`src/rtl/mcb_port_arbiter_if.sv`:
```
// Bundle of signals between the clients, the arbiter and one MCB user port.
//   slave  : arbiter view (client requests and MCB FIFO flags in; grants,
//            responses and MCB pushes/pops out).
//   master : the opposite view, for whatever drives the clients and models the MCB.
// Client i occupies slice i of the packed req_addr / req_wdata / req_mask vectors.
interface mcb_port_arbiter_if #(
  parameter int unsigned NUM_CLIENTS = 2,
  parameter int unsigned ADDR_WIDTH  = 30,
  parameter int unsigned DATA_WIDTH  = 32
);
  localparam int unsigned MaskWidth = DATA_WIDTH / 8;

  logic                              calib_done;
  // Client side
  logic [NUM_CLIENTS-1:0]            req_valid;
  logic [NUM_CLIENTS-1:0]            req_ready;
  logic [NUM_CLIENTS-1:0]            req_write;
  logic [NUM_CLIENTS*ADDR_WIDTH-1:0] req_addr;
  logic [NUM_CLIENTS*DATA_WIDTH-1:0] req_wdata;
  logic [NUM_CLIENTS*MaskWidth-1:0]  req_mask;
  logic [NUM_CLIENTS-1:0]            rsp_valid;
  logic [DATA_WIDTH-1:0]             rsp_rdata;
  logic                              rsp_error;
  logic                              err_sticky;
  // MCB user port side
  logic                              cmd_en;
  logic [2:0]                        cmd_instr;
  logic [5:0]                        cmd_bl;
  logic [ADDR_WIDTH-1:0]             cmd_byte_addr;
  logic                              cmd_full;
  logic                              wr_en;
  logic [MaskWidth-1:0]              wr_mask;
  logic [DATA_WIDTH-1:0]             wr_data;
  logic                              wr_full;
  logic                              rd_en;
  logic [DATA_WIDTH-1:0]             rd_data;
  logic                              rd_empty;

  modport slave (
    input  calib_done, req_valid, req_write, req_addr, req_wdata, req_mask,
           cmd_full, wr_full, rd_data, rd_empty,
    output req_ready, rsp_valid, rsp_rdata, rsp_error, err_sticky,
           cmd_en, cmd_instr, cmd_bl, cmd_byte_addr, wr_en, wr_mask, wr_data, rd_en
  );

  modport master (
    output calib_done, req_valid, req_write, req_addr, req_wdata, req_mask,
           cmd_full, wr_full, rd_data, rd_empty,
    input  req_ready, rsp_valid, rsp_rdata, rsp_error, err_sticky,
           cmd_en, cmd_instr, cmd_bl, cmd_byte_addr, wr_en, wr_mask, wr_data, rd_en
  );
endinterface

```
`src/rtl/mcb_port_arbiter.sv`:
```
// Round-robin front-end for one MCB user port. Clients issue single-word reads
// and writes; one request is outstanding at a time and completes with a one-cycle
// rsp_valid pulse to its owner. Reads that see no data for TIMEOUT_CYCLES wait
// cycles complete with rsp_error and set err_sticky.
// Ports:
//   clk  - system clock (also the MCB cmd/wr/rd FIFO clock)
//   rst  - asynchronous active-high reset
//   bus  - client request/response and MCB cmd/wr/rd FIFO signals (slave view)
module mcb_port_arbiter #(
  parameter int unsigned NUM_CLIENTS    = 2,
  parameter int unsigned ADDR_WIDTH     = 30,
  parameter int unsigned DATA_WIDTH     = 32,
  parameter int unsigned TIMEOUT_CYCLES = 1024
) (
  input logic               clk,
  input logic               rst,
  mcb_port_arbiter_if.slave bus
);
  localparam int unsigned MaskWidth = DATA_WIDTH / 8;
  localparam int unsigned IdxW      = (NUM_CLIENTS > 1) ? $clog2(NUM_CLIENTS) : 1;
  localparam int unsigned CntW      = $clog2(TIMEOUT_CYCLES);
  localparam int unsigned LowBits   = $clog2(MaskWidth);

  typedef enum logic [2:0] {StIdle, StWrData, StWrCmd, StRdCmd, StRdWait} state_e;

  state_e                 state_q;
  logic [IdxW-1:0]        last_grant_q, grant_q, gnt_idx;
  logic                   gnt_found, grant_valid;
  logic                   write_q;
  logic [ADDR_WIDTH-1:0]  addr_q, sel_addr;
  logic [DATA_WIDTH-1:0]  wdata_q, sel_wdata;
  logic [MaskWidth-1:0]   mask_q, sel_mask;
  logic [CntW-1:0]        cnt_q;
  logic [NUM_CLIENTS-1:0] rsp_valid_q, owner_onehot;
  logic [DATA_WIDTH-1:0]  rsp_rdata_q;
  logic                   rsp_error_q, err_sticky_q;

  // Rotating priority: first valid client above last_grant, else first valid overall.
  always_comb begin
    gnt_found = 1'b0;
    gnt_idx   = '0;
    for (int unsigned i = 0; i < NUM_CLIENTS; i++) begin
      if (!gnt_found && bus.req_valid[i] && (IdxW'(i) > last_grant_q)) begin
        gnt_found = 1'b1;
        gnt_idx   = IdxW'(i);
      end
    end
    for (int unsigned i = 0; i < NUM_CLIENTS; i++) begin
      if (!gnt_found && bus.req_valid[i]) begin
        gnt_found = 1'b1;
        gnt_idx   = IdxW'(i);
      end
    end
  end

  assign grant_valid = (state_q == StIdle) && bus.calib_done && gnt_found && !rst;

  always_comb begin
    sel_addr  = '0;
    sel_wdata = '0;
    sel_mask  = '0;
    for (int unsigned i = 0; i < NUM_CLIENTS; i++) begin
      if (gnt_idx == IdxW'(i)) begin
        sel_addr  = bus.req_addr[i*ADDR_WIDTH +: ADDR_WIDTH];
        sel_wdata = bus.req_wdata[i*DATA_WIDTH +: DATA_WIDTH];
        sel_mask  = bus.req_mask[i*MaskWidth +: MaskWidth];
      end
    end
  end

  always_comb begin
    bus.req_ready = '0;
    if (grant_valid) bus.req_ready[gnt_idx] = 1'b1;
    owner_onehot = '0;
    owner_onehot[grant_q] = 1'b1;
  end

  always_ff @(posedge clk or posedge rst) begin
    if (rst) begin
      state_q      <= StIdle;
      last_grant_q <= IdxW'(NUM_CLIENTS - 1);
      grant_q      <= '0;
      write_q      <= 1'b0;
      addr_q       <= '0;
      wdata_q      <= '0;
      mask_q       <= '0;
      cnt_q        <= '0;
      rsp_valid_q  <= '0;
      rsp_rdata_q  <= '0;
      rsp_error_q  <= 1'b0;
      err_sticky_q <= 1'b0;
    end else begin
      rsp_valid_q <= '0;
      rsp_error_q <= 1'b0;
      unique case (state_q)
        StIdle: begin
          if (grant_valid) begin
            grant_q      <= gnt_idx;
            last_grant_q <= gnt_idx;
            write_q      <= bus.req_write[gnt_idx];
            addr_q       <= sel_addr;
            wdata_q      <= sel_wdata;
            mask_q       <= sel_mask;
            state_q      <= bus.req_write[gnt_idx] ? StWrData : StRdCmd;
          end
        end
        StWrData: if (!bus.wr_full) state_q <= StWrCmd;
        StWrCmd: begin
          if (!bus.cmd_full) begin
            rsp_valid_q <= owner_onehot;
            state_q     <= StIdle;
          end
        end
        StRdCmd: begin
          if (!bus.cmd_full) begin
            cnt_q   <= '0;
            state_q <= StRdWait;
          end
        end
        StRdWait: begin
          // Data present on the final wait cycle still counts as success.
          if (!bus.rd_empty) begin
            rsp_rdata_q <= bus.rd_data;
            rsp_valid_q <= owner_onehot;
            state_q     <= StIdle;
          end else if (cnt_q == CntW'(TIMEOUT_CYCLES - 1)) begin
            rsp_rdata_q  <= '0;
            rsp_error_q  <= 1'b1;
            err_sticky_q <= 1'b1;
            rsp_valid_q  <= owner_onehot;
            state_q      <= StIdle;
          end else begin
            cnt_q <= cnt_q + 1'b1;
          end
        end
        default: state_q <= StIdle;
      endcase
    end
  end

  // FIFO strobes stay combinational so a flag drop is used the same cycle.
  assign bus.cmd_en        = ((state_q == StWrCmd) || (state_q == StRdCmd)) && !bus.cmd_full;
  assign bus.cmd_instr     = (state_q == StRdCmd) ? 3'b001 : 3'b000;
  assign bus.cmd_bl        = 6'd0;
  assign bus.cmd_byte_addr = {addr_q[ADDR_WIDTH-1:LowBits], {LowBits{1'b0}}};
  assign bus.wr_en         = (state_q == StWrData) && !bus.wr_full;
  assign bus.wr_data       = wdata_q;
  assign bus.wr_mask       = mask_q;
  assign bus.rd_en         = (state_q == StRdWait) && !bus.rd_empty;
  assign bus.rsp_valid     = rsp_valid_q;
  assign bus.rsp_rdata     = rsp_rdata_q;
  assign bus.rsp_error     = rsp_error_q;
  assign bus.err_sticky    = err_sticky_q;

  logic unused_write;
  assign unused_write = write_q;
endmodule

```
`src/flat_wrapper.sv`:
```
// flat-port wrapper written by rule: the top's interface ports become plain ports
module mcb_port_arbiter_flat 
#(
  parameter int unsigned NUM_CLIENTS    = 2,
  parameter int unsigned ADDR_WIDTH     = 30,
  parameter int unsigned DATA_WIDTH     = 32,
  parameter int unsigned TIMEOUT_CYCLES = 1024
)
  (clk, rst, bus_calib_done, bus_req_valid, bus_req_write, bus_req_addr, bus_req_wdata, bus_req_mask, bus_cmd_full, bus_wr_full, bus_rd_data, bus_rd_empty, bus_req_ready, bus_rsp_valid, bus_rsp_rdata, bus_rsp_error, bus_err_sticky, bus_cmd_en, bus_cmd_instr, bus_cmd_bl, bus_cmd_byte_addr, bus_wr_en, bus_wr_mask, bus_wr_data, bus_rd_en);
  mcb_port_arbiter_if #(.NUM_CLIENTS(NUM_CLIENTS), .ADDR_WIDTH(ADDR_WIDTH), .DATA_WIDTH(DATA_WIDTH)) bus_i ();
  input logic clk;
  input logic rst;
  input wire logic [$bits(bus_i.calib_done)-1:0] bus_calib_done;
  input wire logic [$bits(bus_i.req_valid)-1:0] bus_req_valid;
  input wire logic [$bits(bus_i.req_write)-1:0] bus_req_write;
  input wire logic [$bits(bus_i.req_addr)-1:0] bus_req_addr;
  input wire logic [$bits(bus_i.req_wdata)-1:0] bus_req_wdata;
  input wire logic [$bits(bus_i.req_mask)-1:0] bus_req_mask;
  input wire logic [$bits(bus_i.cmd_full)-1:0] bus_cmd_full;
  input wire logic [$bits(bus_i.wr_full)-1:0] bus_wr_full;
  input wire logic [$bits(bus_i.rd_data)-1:0] bus_rd_data;
  input wire logic [$bits(bus_i.rd_empty)-1:0] bus_rd_empty;
  output wire logic [$bits(bus_i.req_ready)-1:0] bus_req_ready;
  output wire logic [$bits(bus_i.rsp_valid)-1:0] bus_rsp_valid;
  output wire logic [$bits(bus_i.rsp_rdata)-1:0] bus_rsp_rdata;
  output wire logic [$bits(bus_i.rsp_error)-1:0] bus_rsp_error;
  output wire logic [$bits(bus_i.err_sticky)-1:0] bus_err_sticky;
  output wire logic [$bits(bus_i.cmd_en)-1:0] bus_cmd_en;
  output wire logic [$bits(bus_i.cmd_instr)-1:0] bus_cmd_instr;
  output wire logic [$bits(bus_i.cmd_bl)-1:0] bus_cmd_bl;
  output wire logic [$bits(bus_i.cmd_byte_addr)-1:0] bus_cmd_byte_addr;
  output wire logic [$bits(bus_i.wr_en)-1:0] bus_wr_en;
  output wire logic [$bits(bus_i.wr_mask)-1:0] bus_wr_mask;
  output wire logic [$bits(bus_i.wr_data)-1:0] bus_wr_data;
  output wire logic [$bits(bus_i.rd_en)-1:0] bus_rd_en;
  assign bus_i.calib_done = bus_calib_done;
  assign bus_i.req_valid = bus_req_valid;
  assign bus_i.req_write = bus_req_write;
  assign bus_i.req_addr = bus_req_addr;
  assign bus_i.req_wdata = bus_req_wdata;
  assign bus_i.req_mask = bus_req_mask;
  assign bus_i.cmd_full = bus_cmd_full;
  assign bus_i.wr_full = bus_wr_full;
  assign bus_i.rd_data = bus_rd_data;
  assign bus_i.rd_empty = bus_rd_empty;
  assign bus_req_ready = bus_i.req_ready;
  assign bus_rsp_valid = bus_i.rsp_valid;
  assign bus_rsp_rdata = bus_i.rsp_rdata;
  assign bus_rsp_error = bus_i.rsp_error;
  assign bus_err_sticky = bus_i.err_sticky;
  assign bus_cmd_en = bus_i.cmd_en;
  assign bus_cmd_instr = bus_i.cmd_instr;
  assign bus_cmd_bl = bus_i.cmd_bl;
  assign bus_cmd_byte_addr = bus_i.cmd_byte_addr;
  assign bus_wr_en = bus_i.wr_en;
  assign bus_wr_mask = bus_i.wr_mask;
  assign bus_wr_data = bus_i.wr_data;
  assign bus_rd_en = bus_i.rd_en;
  mcb_port_arbiter #(.NUM_CLIENTS(NUM_CLIENTS), .ADDR_WIDTH(ADDR_WIDTH), .DATA_WIDTH(DATA_WIDTH), .TIMEOUT_CYCLES(TIMEOUT_CYCLES)) u_core (.clk(clk), .rst(rst), .bus(bus_i));
endmodule
```
`config.mk`:
```
export PLATFORM = sky130hd
export DESIGN_NAME = mcb_port_arbiter_flat
export DESIGN_NICKNAME = d
export VERILOG_FILES = /design/src/rtl/mcb_port_arbiter_if.sv /design/src/rtl/mcb_port_arbiter.sv /design/src/flat_wrapper.sv
export SDC_FILE = /design/constraint.sdc
export NUM_CORES = 1
export LEC_CHECK = 0
export ABC_AREA = 0
export CAP_MARGIN = 10
export CORE_AREA = 2 2 91 158
export CTS_BUF_LIST = sky130_fd_sc_hd__clkbuf_4
export CTS_CLUSTER_SIZE = 8
export DETAILED_ROUTE_END_ITERATION = 10
export DIE_AREA = 0 0 93 160
export PLACE_DENSITY = 0.81
export SETUP_SLACK_MARGIN = 0.1
export SYNTH_ARGS = -nofsm -noshare
export SYNTH_HDL_FRONTEND = slang
export SYNTH_SLANG_ARGS = --single-unit
```
`constraint.sdc`:
```
create_clock -name clk -period 5.4 [get_ports clk]
set_input_delay 1.08 -clock clk [delete_from_list [all_inputs] [get_ports clk]]
set_output_delay 1.08 -clock clk [all_outputs]
set_load 0.01 [all_outputs]
```
==> flow_summary_export.csv, run 1 <==
group,metric,value,unit
logic_synthesis,ys.flop_type,"dfrtp_1",
placement,dpl-instance-area,0.00808,mm2
grt,grtUsageTotal,21.0,%
floorplanning,dieHeight,160,um
logic_synthesis,yosysWarningCount,0,
placement,dp_slack,1.16,ns
clocking,numCtsBuffers,17,
clocking,htreeDepth,4,
logic_synthesis,synth_top_area_cell,"dfrtp_1",
cells_and_area,fin_nets,915,
logic_synthesis,synth_top_area_share,53.7,%
routing,viasPerCell,4.99,
sta,maxSlewHeadroom,30.6,%
clocking,clkSlewWorstSetupHoldPaths,0.11,ns
critical_path,worstSetupPathType,"input port to output pin",
floorplanning,rows,57,
power,powerDensity,450,mW/mm2
routing,ant_nets,0,
clocking,clk_path_buf_depth,2,
routing,wl_met3,1190,um
cells_and_area,antenna_cells,0,
clocking,post_cts_resized,0,
grt,grt_max_degree,100,
power,combPwrFrac,44.0,%
clocking,cts_setup_buffers,0,
clocking,cts_hold_buf,0,
routing,dr.max_layer_used,"met4",
power,switchingPower,1270,uW
critical_path,cp_max_fo,32,
clocking,clkLatencyLatePin,0.51,ns
clocking,numClockSinks,115,
cells_and_area,n_fill_cell,1134,
cells_and_area,multi_input_area,0.00217,mm2
clocking,cts_tree,"yes",
logic_synthesis,syn_area,0.00531,mm2
critical_path,cp.arrival,3.14,ns
grt,antenna_found_initial,0,
sta,worst_clock_skew,0.0190,ns
logic_synthesis,syn_avg_cell_area,11.2,um2
placement,dpl.hpwl,12000,um
logic_synthesis,synth_seq_cells,115,
cells_and_area,fin_area,0.00838,mm2
sta,slew_viol_final,0,
grt,grt_pass1_wl,24600,um
critical_path,reg2reg_slack,2.82,ns
sta,setup_ws,1.18,ns
grt,overflow,0,
floorplanning,die_x,93,um
floorplanning,start_util,38.8,%
routing,wl_met1,5410,um
sta,period_minus_slack,4.22,ns
power,irDropWorstVdd,0.268,mV
cells_and_area,final-seq-area,0.00288,mm2
sta,rsz0062_at_grt,"no",
sta,finalCritPeriodShare,78.1,%
logic_synthesis,ys_types,45,
logic_synthesis,synth_edf_count,0,
clocking,cts_root_buf,"clkbuf_4",
floorplanning,pin_count,290,
logic_synthesis,synth.area.top_cells,"dfrtp_1 54%, mux2i_1 12%, a22o_1 5.4%",
power,total_power,3770,uW
logic_synthesis,synth-async-reset-ratio,100,%
power,p_int,2500,uW
grt,grt_pass1_vias,4944,
power,leakage,0.00356,uW
sta,finalSetupTns,0,ns
logic_synthesis,synth_cells,474,
run_status,outcome,"completed",
routing,drcViolationCount,0,
placement,gp_congestion,0.817,
sta,final-setup-viol-count,0,
logic_synthesis,synth_seq_area_share,54.2,%
critical_path,crit_path_end_kind,"output pin",
sta,hold_viol,0,
routing,vias,4635,
sta,tightest_slew,1.04,ns
critical_path,required,4.32,ns
hold_path,hold_path_class,"flop to flop",
routing,first_pass_iters,4,
power,switching_share,33.6,%
power,clockPowerShare,17.5,%
sta,hold_slack,0.476,ns
floorplanning,core_area,0.0137,mm2
routing,drt_iter0_markers,163,
placement,portBuffers,275,
routing,wl_met2,8700,um
cells_and_area,syn2layout_area_growth,57.8,%
critical_path,cp-start-kind,"input port",
run,cap_violations,0,
routing,wl_per_cell,17.0,um
cells_and_area,drive_gt1_share,7.98,%
floorplanning,fp.dieArea,0.0149,mm2
power,p_seq_share,38.5,%
routing,routed_wl,15800,um
sta,max_freq,0.237,GHz
synthesized netlist by cell type (2+ instances only):
cell type / instances
nor3b_1: 2
buf_2: 17
nand3_1: 6
a21oi_2: 11
o31a_1: 2
a21o_1: 4
nand2b_1: 4
and3_1: 3
buf_6: 5
a21oi_1: 56
nor4_1: 3
a31oi_1: 4
buf_4: 19
o21ai_0: 4
nor3_1: 5
o211ai_1: 4
inv_1: 6
a22o_1: 33
mux2i_1: 66
nor2_1: 70
dfrtp_1: 114
nand2_1: 13
metrics by stage:
step                instances  util, %
detailed placement        898     59.0
global route              929     61.2
CTS                       929     61.2
finish                    929     61.2
global placement          898     59.0
floorplan                 483        -
worst max-delay path: stages:
cell and delay [ns]:
clkdlybuf4s50_1 0.47, nor4b_2 0.35, o211a_4 0.43, and2_1 0.24, clkdlybuf4s50_1 0.56
registers in the layout (all words and copies together), names as in the netlist:
| name | flops |
|---|---|
| u_core.bus.rsp_rdata | 32 |
| u_core.bus.wr_data | 32 |
| u_core.addr_q | 28 |
| u_core.cnt_q | 10 |
| u_core.bus.wr_mask | 4 |
| u_core.state_q | 3 |
| u_core.bus.rsp_valid | 2 |
| u_core.bus.err_sticky | 1 |
| u_core.bus.rsp_error | 1 |
| u_core.grant_q | 1 |
| u_core.last_grant_q | 1 |
kinds of logic (layout without fill, tap and decap cells):
kind of cell | Yosys count | count (layout) | synth area share, %
adder cells (fa/ha/maj) | 1 | 1 | 0.236
flip-flops | 115 | 115 | 54.2
multiplexers | 67 | 67 | 12.7
other | 1 | 10 | 0.0706
AO/OA/AOI/OAI | 127 | 127 | 16.7
AND/OR/NAND/NOR | 115 | 115 | 10.3
buffers and inverters | 48 | 317 | 5.84
power by group through the flow:
| stage | combinational, uW | sequential, uW | clock, uW |
|---|---|---|---|
| final | 1660 | 1450 | 659 |
| after global placement | 1630 | 1440 | 0 |
| after CTS | 1680 | 1450 | 681 |
| after floorplan | 586 | 1580 | 0 |
| after global routing | 1780 | 1500 | 719 |
| after detailed placement | 1670 | 1460 | 0 |
final cells by class:
| class | instances | area share [%] |
|---|---|---|
| clock buffer | 18 | 1.61 |
| clock inverter | 13 | 1.93 |
| inverter | 7 | 0.343 |
| multi-input combinational | 320 | 25.9 |
| sequential | 115 | 34.4 |
| tap | 177 | 2.64 |
| timing repair buffer | 279 | 33.2 |
cell usage in the layout, fill, tap and decap left out, types with 2 or more instances in the layout:
cell type        instances
a21o_1                   4
a21oi_1                 56
a21oi_2                 11
a22o_1                  33
a31oi_1                  4
and3_1                   3
buf_4                    4
bufinv_16                3
clkbuf_4                18
clkdlybuf4s50_1        275
clkinv_2                 2
clkinv_4                 3
clkinvlp_4               3
conb_1                  10
dfrtp_1                114
inv_1                    5
mux2i_1                 66
nand2_1                 13
nand2b_1                 4
nand3_1                  6
nor2_1                  70
nor3_1                   5
nor3b_1                  2
nor4_1                   3
o211ai_1                 4
o21ai_0                  4
o31a_1                   2
metal layers:
layer  track usage (%)  vias up
met4              9.02        0
met2              39.5      194
met1              20.6     2207
met5                 0        -
li1                  -     2199
met3              6.42       35
path summary, 6_finish.rpt:
| check | start | to | depth (start not counted) |
|---|---|---|---|
| max | rst | bus_req_ready[1] | 5 |
| min | u_core.bus.err_sticky | u_core.bus.err_sticky | 1 |
| max reg2reg | u_core.state_q[1] | u_core.addr_q[23] | 4 |
| min reg2reg | u_core.bus.err_sticky | u_core.bus.err_sticky | 1 |
| max in group asynchronous | rst | u_core.cnt_q[4] | 3 |
| min in group asynchronous | rst | u_core.state_q[2] | 2 |
Power figures use the tool's default switching activity.
==> run 2: changes to the inputs <==
--- a/config.mk
+++ b/config.mk
@@ -7,12 +7,12 @@
 export LEC_CHECK = 0
 export ABC_AREA = 0
 export CAP_MARGIN = 10
-export CORE_AREA = 2 2 91 158
+export CORE_AREA = 2 2 95 166
 export CTS_BUF_LIST = sky130_fd_sc_hd__clkbuf_4
 export CTS_CLUSTER_SIZE = 8
 export DETAILED_ROUTE_END_ITERATION = 10
-export DIE_AREA = 0 0 93 160
-export PLACE_DENSITY = 0.81
+export DIE_AREA = 0 0 97 168
+export PLACE_DENSITY = 0.77
 export SETUP_SLACK_MARGIN = 0.1
 export SYNTH_ARGS = -nofsm -noshare
 export SYNTH_HDL_FRONTEND = slang
==> constraint.sdc (replaced) <==
create_clock -name clk -period 3.76 [get_ports clk]
set_input_delay 0.752 -clock clk [delete_from_list [all_inputs] [get_ports clk]]
set_output_delay 0.752 -clock clk [all_outputs]
set_load 0.01 [all_outputs]
==> run 2 against run 1 <==
Compared with the run above:
- sequential cell count stayed put
- combinational power is 44% higher
- clock power is 37% higher
- global-route usage is 1.8 points lower
- routed wire length is 0.62% higher
- critical path depth is 1 higher
- critical endpoint is now bus_req_ready[0]
- largest power group unchanged
==> flow_summary_export.csv, run 2 (same netlist as run 1, synthesis figures left out) <==
group,metric,value,unit
clocking,cts_hold_buf,0,
floorplanning,fp.dieArea,0.0163,mm2
sta,maxSlewHeadroom,19.1,%
floorplanning,start_util,35.2,%
clocking,numCtsBuffers,17,
power,leakage,0.00358,uW
grt,grt_pass1_vias,4863,
clocking,htreeDepth,4,
sta,worst_clock_skew,0.0149,ns
placement,dpl.hpwl,12100,um
hold_path,hold_path_class,"flop to flop",
critical_path,required,3.01,ns
sta,hold_slack,0.479,ns
clocking,cts_setup_buffers,0,
power,irDropWorstVdd,0.340,mV
power,total_power,5370,uW
sta,hold_viol,0,
sta,tightest_slew,1.21,ns
critical_path,crit_path_end_kind,"output pin",
cells_and_area,antenna_cells,0,
routing,routed_wl,15900,um
run_status,outcome,"completed",
critical_path,reg2reg_slack,1.26,ns
clocking,clkLatencyLatePin,0.49,ns
cells_and_area,drive_gt1_share,8.09,%
grt,overflow,0,
floorplanning,die_x,97,um
clocking,clk_path_buf_depth,2,
routing,drcViolationCount,0,
grt,grt_max_degree,127,
run,cap_violations,0,
critical_path,cp_max_fo,3,
sta,period_minus_slack,3.37,ns
clocking,numClockSinks,115,
placement,dpl.cell_count,909,
floorplanning,core_area,0.0151,mm2
routing,viasPerCell,4.92,
routing,first_pass_iters,4,
cells_and_area,final_cell_mix,"275 x clkdlybuf4s50_1, 114 x dfrtp_1, 70 x nor2_1",
placement,gp_congestion,0.856,
clocking,cts_tree,"yes",
cells_and_area,syn2layout_area_growth,58.7,%
cells_and_area,final_common_cell,"clkdlybuf4s50_1",
grt,grtUsageTotal,19.2,%
clocking,cts_root_buf,"clkbuf_4",
clocking,post_cts_resized,0,
routing,vias,4625,
sta,max_freq,0.297,GHz
critical_path,worstSetupPathType,"input port to output pin",
sta,rsz0062_at_grt,"no",
routing,wl_per_cell,16.9,um
sta,slew_viol_final,0,
critical_path,cp.arrival,2.62,ns
placement,portBuffers,275,
sta,finalCritPeriodShare,89.6,%
sta,final-setup-viol-count,0,
power,powerDensity,637,mW/mm2
clocking,clkSlewWorstSetupHoldPaths,0.10,ns
cells_and_area,fin_nets,918,
floorplanning,dieHeight,168,um
routing,ant_nets,0,
sta,finalSetupTns,0,ns
grt,grt_pass1_wl,24900,um
critical_path,cp-start-kind,"input port",
grt,antenna_found_initial,0,
floorplanning,pin_count,290,
floorplanning,rows,60,
routing,drt_iter0_markers,141,
cells_and_area,stdcell_count,940,
-- run 2: cell count changes in the layout (fill, tap and decap cells not counted) --
| cell | delta |
|---|---|
| inv_6 | -1 |
| buf_16 | +1 |
| buf_4 | +1 |
| clkinv_1 | +1 |
| buf_12 | +1 |
| inv_4 | -1 |
| clkinv_2 | +2 |
| clkinv_4 | -2 |
-- run 2: worst max-delay path: stages --
cell and delay [ns]:
clkdlybuf4s50_1 0.47, nor4b_2 0.34, o21ai_0 0.19, nand2b_1 0.21
nor2_1 0.12, clkdlybuf4s50_1 0.54
-- run 2: layout make-up --
type / count / area (um2)
flip-flops and latches: 115 / 2880
well taps: 186 / 233
inverters: 7 / 30.0
clock buffers: 18 / 135
multi-input cells: 320 / 2170
clock inverters: 12 / 141
fillers: 1343 / 6660
repair buffers: 282 / 2840
-- run 2: final timing paths --
check                                      start                       end  cells past startpoint
setup / recovery                             rst          bus_req_ready[0]                      6
hold / removal             u_core.bus.err_sticky     u_core.bus.err_sticky                      1
setup reg to reg               u_core.state_q[1]          u_core.addr_q[8]                      4
hold reg to reg            u_core.bus.err_sticky     u_core.bus.err_sticky                      1
max in group asynchronous                    rst  u_core.bus.rsp_rdata[25]                      3
min in group asynchronous                    rst   u_core.bus.rsp_valid[0]                      2
-- run 2: power breakdown --
group          leakage [uW]  switching [uW]  internal [uW]
combinational       0.00208            1000           1390
clock              0.000148             449            453
sequential          0.00135             326           1750
total               0.00358            1780           3590
-- run 2: routing by layer --
layer	GRT usage, %	vias up	part of all wire (%)
met5	0	-	0
met4	6.92	0	2.3
met3	5.44	25	6.4
met2	36.9	203	56
met1	19.5	2185	35
li1	-	2212	-
-- run 2: stage by stage --
stage | setup WS [ns] | instance area, um2 | util [%]
after floorplan | 1.53 | 5350 | -
after global placement | 0.427 | 8120 | 53.8
after detailed placement | 0.418 | 8120 | 53.8
after CTS | 0.402 | 8400 | 55.7
after global routing | 0.333 | 8430 | 55.8
final | 0.389 | 8430 | 55.8
==> run 3: changes to the inputs <==
--- a/config.mk
+++ b/config.mk
@@ -7,13 +7,13 @@
 export LEC_CHECK = 0
 export ABC_AREA = 0
 export CAP_MARGIN = 10
-export CORE_AREA = 2 2 95 166
+export CORE_AREA = 2 2 106 185
 export CTS_BUF_LIST = sky130_fd_sc_hd__clkbuf_4
 export CTS_CLUSTER_SIZE = 8
 export DETAILED_ROUTE_END_ITERATION = 10
-export DIE_AREA = 0 0 97 168
-export PLACE_DENSITY = 0.77
+export DIE_AREA = 0 0 108 187
 export SETUP_SLACK_MARGIN = 0.1
 export SYNTH_ARGS = -nofsm -noshare
 export SYNTH_HDL_FRONTEND = slang
 export SYNTH_SLANG_ARGS = --single-unit
+export TNS_END_PERCENT = 10
==> constraint.sdc (replaced) <==
create_clock -name clk -period 3.2 [get_ports clk]
set_input_delay 0.64 -clock clk [delete_from_list [all_inputs] [get_ports clk]]
set_output_delay 0.64 -clock clk [all_outputs]
set_load 0.01 [all_outputs]
==> run 3 against run 2 <==
Compared with the run above:
- global-route usage decreased by 3.7 points
- routed wire length is 0.49% lower
- worst hold slack worse by 0.00052 ns
- critical path depth unchanged
- final cell count is 6.8% higher
- clock power increased by 36%
- count of clock-buffer cells in the layout down 1
- clock skew rose by 0.0019 ns
- setup slack improved by 0.010 ns
- sequential cell count unchanged
- die area grew 24%
- sequential share of layout area down 0.68 points
- highest routed layer unchanged
==> flow_summary_export.csv, run 3 (same netlist as run 1, synthesis figures left out) <==
group,metric,value,unit
run_status,outcome,"completed",
power,p_int,4330,uW
grt,grtUsageTotal,15.5,%
sta,hold_viol,0,
cells_and_area,fin_area,0.00860,mm2
sta,final-setup-viol-count,0,
critical_path,cp_max_fo,3,
grt,use_met3,4.84,%
power,leakage,0.00365,uW
grt,grt_pass1_wl,24200,um
grt,grtUsageMet2,29.6,%
clocking,clkSlewWorstSetupHoldPaths,0.11,ns
grt,overflow,0,
placement,gp_congestion,0.803,
clocking,numCtsBuffers,17,
clocking,htreeDepth,4,
cells_and_area,fin_nets,924,
floorplanning,rows,67,
floorplanning,pin_count,290,
clocking,cts_hold_buf,0,
cells_and_area,syn2layout_area_growth,62.0,%
critical_path,required,2.56,ns
placement,dpl.hpwl,12200,um
clocking,clkLatencyLatePin,0.52,ns
routing,drcViolationCount,0,
power,switching_share,33.1,%
floorplanning,die_x,108,um
power,combPwrFrac,43.6,%
sta,max_freq,0.357,GHz
floorplanning,dieHeight,187,um
placement,dpl-instance-area,0.00825,mm2
power,total_power,6470,uW
cells_and_area,stdcell_count,1004,
clocking,numClockSinks,115,
sta,tightest_slew,0.676,ns
grt,grt_pass1_vias,4711,
grt,antenna_found_initial,1,
power,powerDensity,752,mW/mm2
hold_path,hold_path_class,"flop to flop",
floorplanning,start_util,28.2,%
routing,drt_iter0_markers,99,
cells_and_area,final_common_cell,"clkdlybuf4s50_1",
grt,met1_usage,15.0,%
routing,viasPerCell,4.55,
critical_path,cp.arrival,2.16,ns
clocking,clk_path_buf_depth,2,
power,switchingPower,2140,uW
floorplanning,fp.dieArea,0.0202,mm2
power,p_seq_share,37.4,%
placement,dpl.cell_count,970,
cells_and_area,final_cell_mix,"273 x clkdlybuf4s50_1, 113 x dfrtp_1, 70 x nor2_1",
clocking,cts_tree,"yes",
power,clockPowerShare,19.0,%
power,irDropWorstVdd,0.365,mV
sta,period_minus_slack,2.80,ns
critical_path,worstSetupPathType,"input port to output pin",
routing,vias,4566,
grt,busiest_layer,"met2",
grt,grt_max_degree,130,
routing,wl_per_cell,15.7,um
critical_path,cp-start-kind,"input port",
sta,finalSetupTns,0,ns
critical_path,crit_path_end_kind,"output pin",
sta,maxSlewHeadroom,54.9,%
floorplanning,core_area,0.0189,mm2
cells_and_area,drive_gt1_share,9.45,%
clocking,cts_root_buf,"clkbuf_4",
placement,portBuffers,275,
routing,routed_wl,15800,um
routing,first_pass_iters,4,
routing,ant_nets,0,
run,cap_violations,0,
sta,slew_viol_final,0,
sta,rsz0062_at_grt,"no",
sta,finalCritPeriodShare,87.5,%
sta,worst_clock_skew,0.0168,ns
[run 3: cell types whose count changed in the layout (fill, tap and decap cells not counted), moves of 2 or more]
cell and delta:
buf_4 +6, clkinv_1 -2, inv_6 +4, clkinv_2 -2, clkinvlp_4 +2, clkdlybuf4s50_1 -2
[run 3: timing repair]
| item | CTS | global route |
|---|---|---|
| setup endpoints to repair | 2 | 1 |
| pin swaps | 0 | 0 |
| cloned | 0 | 0 |
| hold endpoints to repair | 0 | 0 |
| gates resized for setup | 1 | 3 |
| buffers inserted | 0 | 1 |
[run 3: worst max-delay path, stage by stage]
cell,delay (ns)
clkdlybuf4s50_1,0.46
nor4b_4,0.26
o21ai_0,0.14
nand2b_1,0.20
nor2_1,0.13
dlygate4sd2_1,0.33
[run 3: power groups by stage]
stage	combinational, uW	clock (uW)	sequential [uW]
2_1_floorplan	990	0	2670
3_3_place_gp	2810	0	2430
3_5_place_dp	2860	0	2450
4_1_cts	2860	1290	2420
5_1_grt	3040	1350	2500
6_report	2820	1230	2420
[run 3: metal layers]
layer / routed length (um) / vias to the layer above / share of wire (%)
met3: 1320 / 24 / 8.4
met5: 0 / - / 0
met1: 5440 / 2113 / 34
li1: - / 2234 / -
met2: 8670 / 195 / 55
met4: 346 / 0 / 2.2
[run 3: final cells by class]
class	count	area [um2]
multi-input cells	320	2180
clock buffers	17	128
diodes	1	2.50
flip-flops and latches	115	2880
well taps	241	302
clock inverters	15	204
fillers	1803	10300
inverters	7	30.0
repair buffers	288	2880
[run 3: path summary, 6_finish.rpt]
kind,startpoint,to,slack [ns],depth (start not counted)
hold reg to reg,u_core.grant_q,u_core.bus.rsp_valid[0],0.48,1
setup / recovery,rst,bus_req_ready[0],0.40,6
min in group asynchronous,rst,u_core.cnt_q[1],0.75,4
max in group asynchronous,rst,u_core.addr_q[9],1.75,5
hold / removal,u_core.grant_q,u_core.bus.rsp_valid[0],0.48,1
setup reg to reg,u_core.cnt_q[0],u_core.bus.rsp_rdata[17],1.21,6
[run 3: through the flow]
stage	util [%]	hold slack (ns)	setup slack, ns
2_1_floorplan	-	0.423	1.16
3_3_place_gp	43.7	0.458	0.0152
3_5_place_dp	43.7	0.455	0.0542
4_1_cts	45.5	0.483	0.0663
5_1_grt	45.6	0.493	0.281
6_report	45.6	0.478	0.400
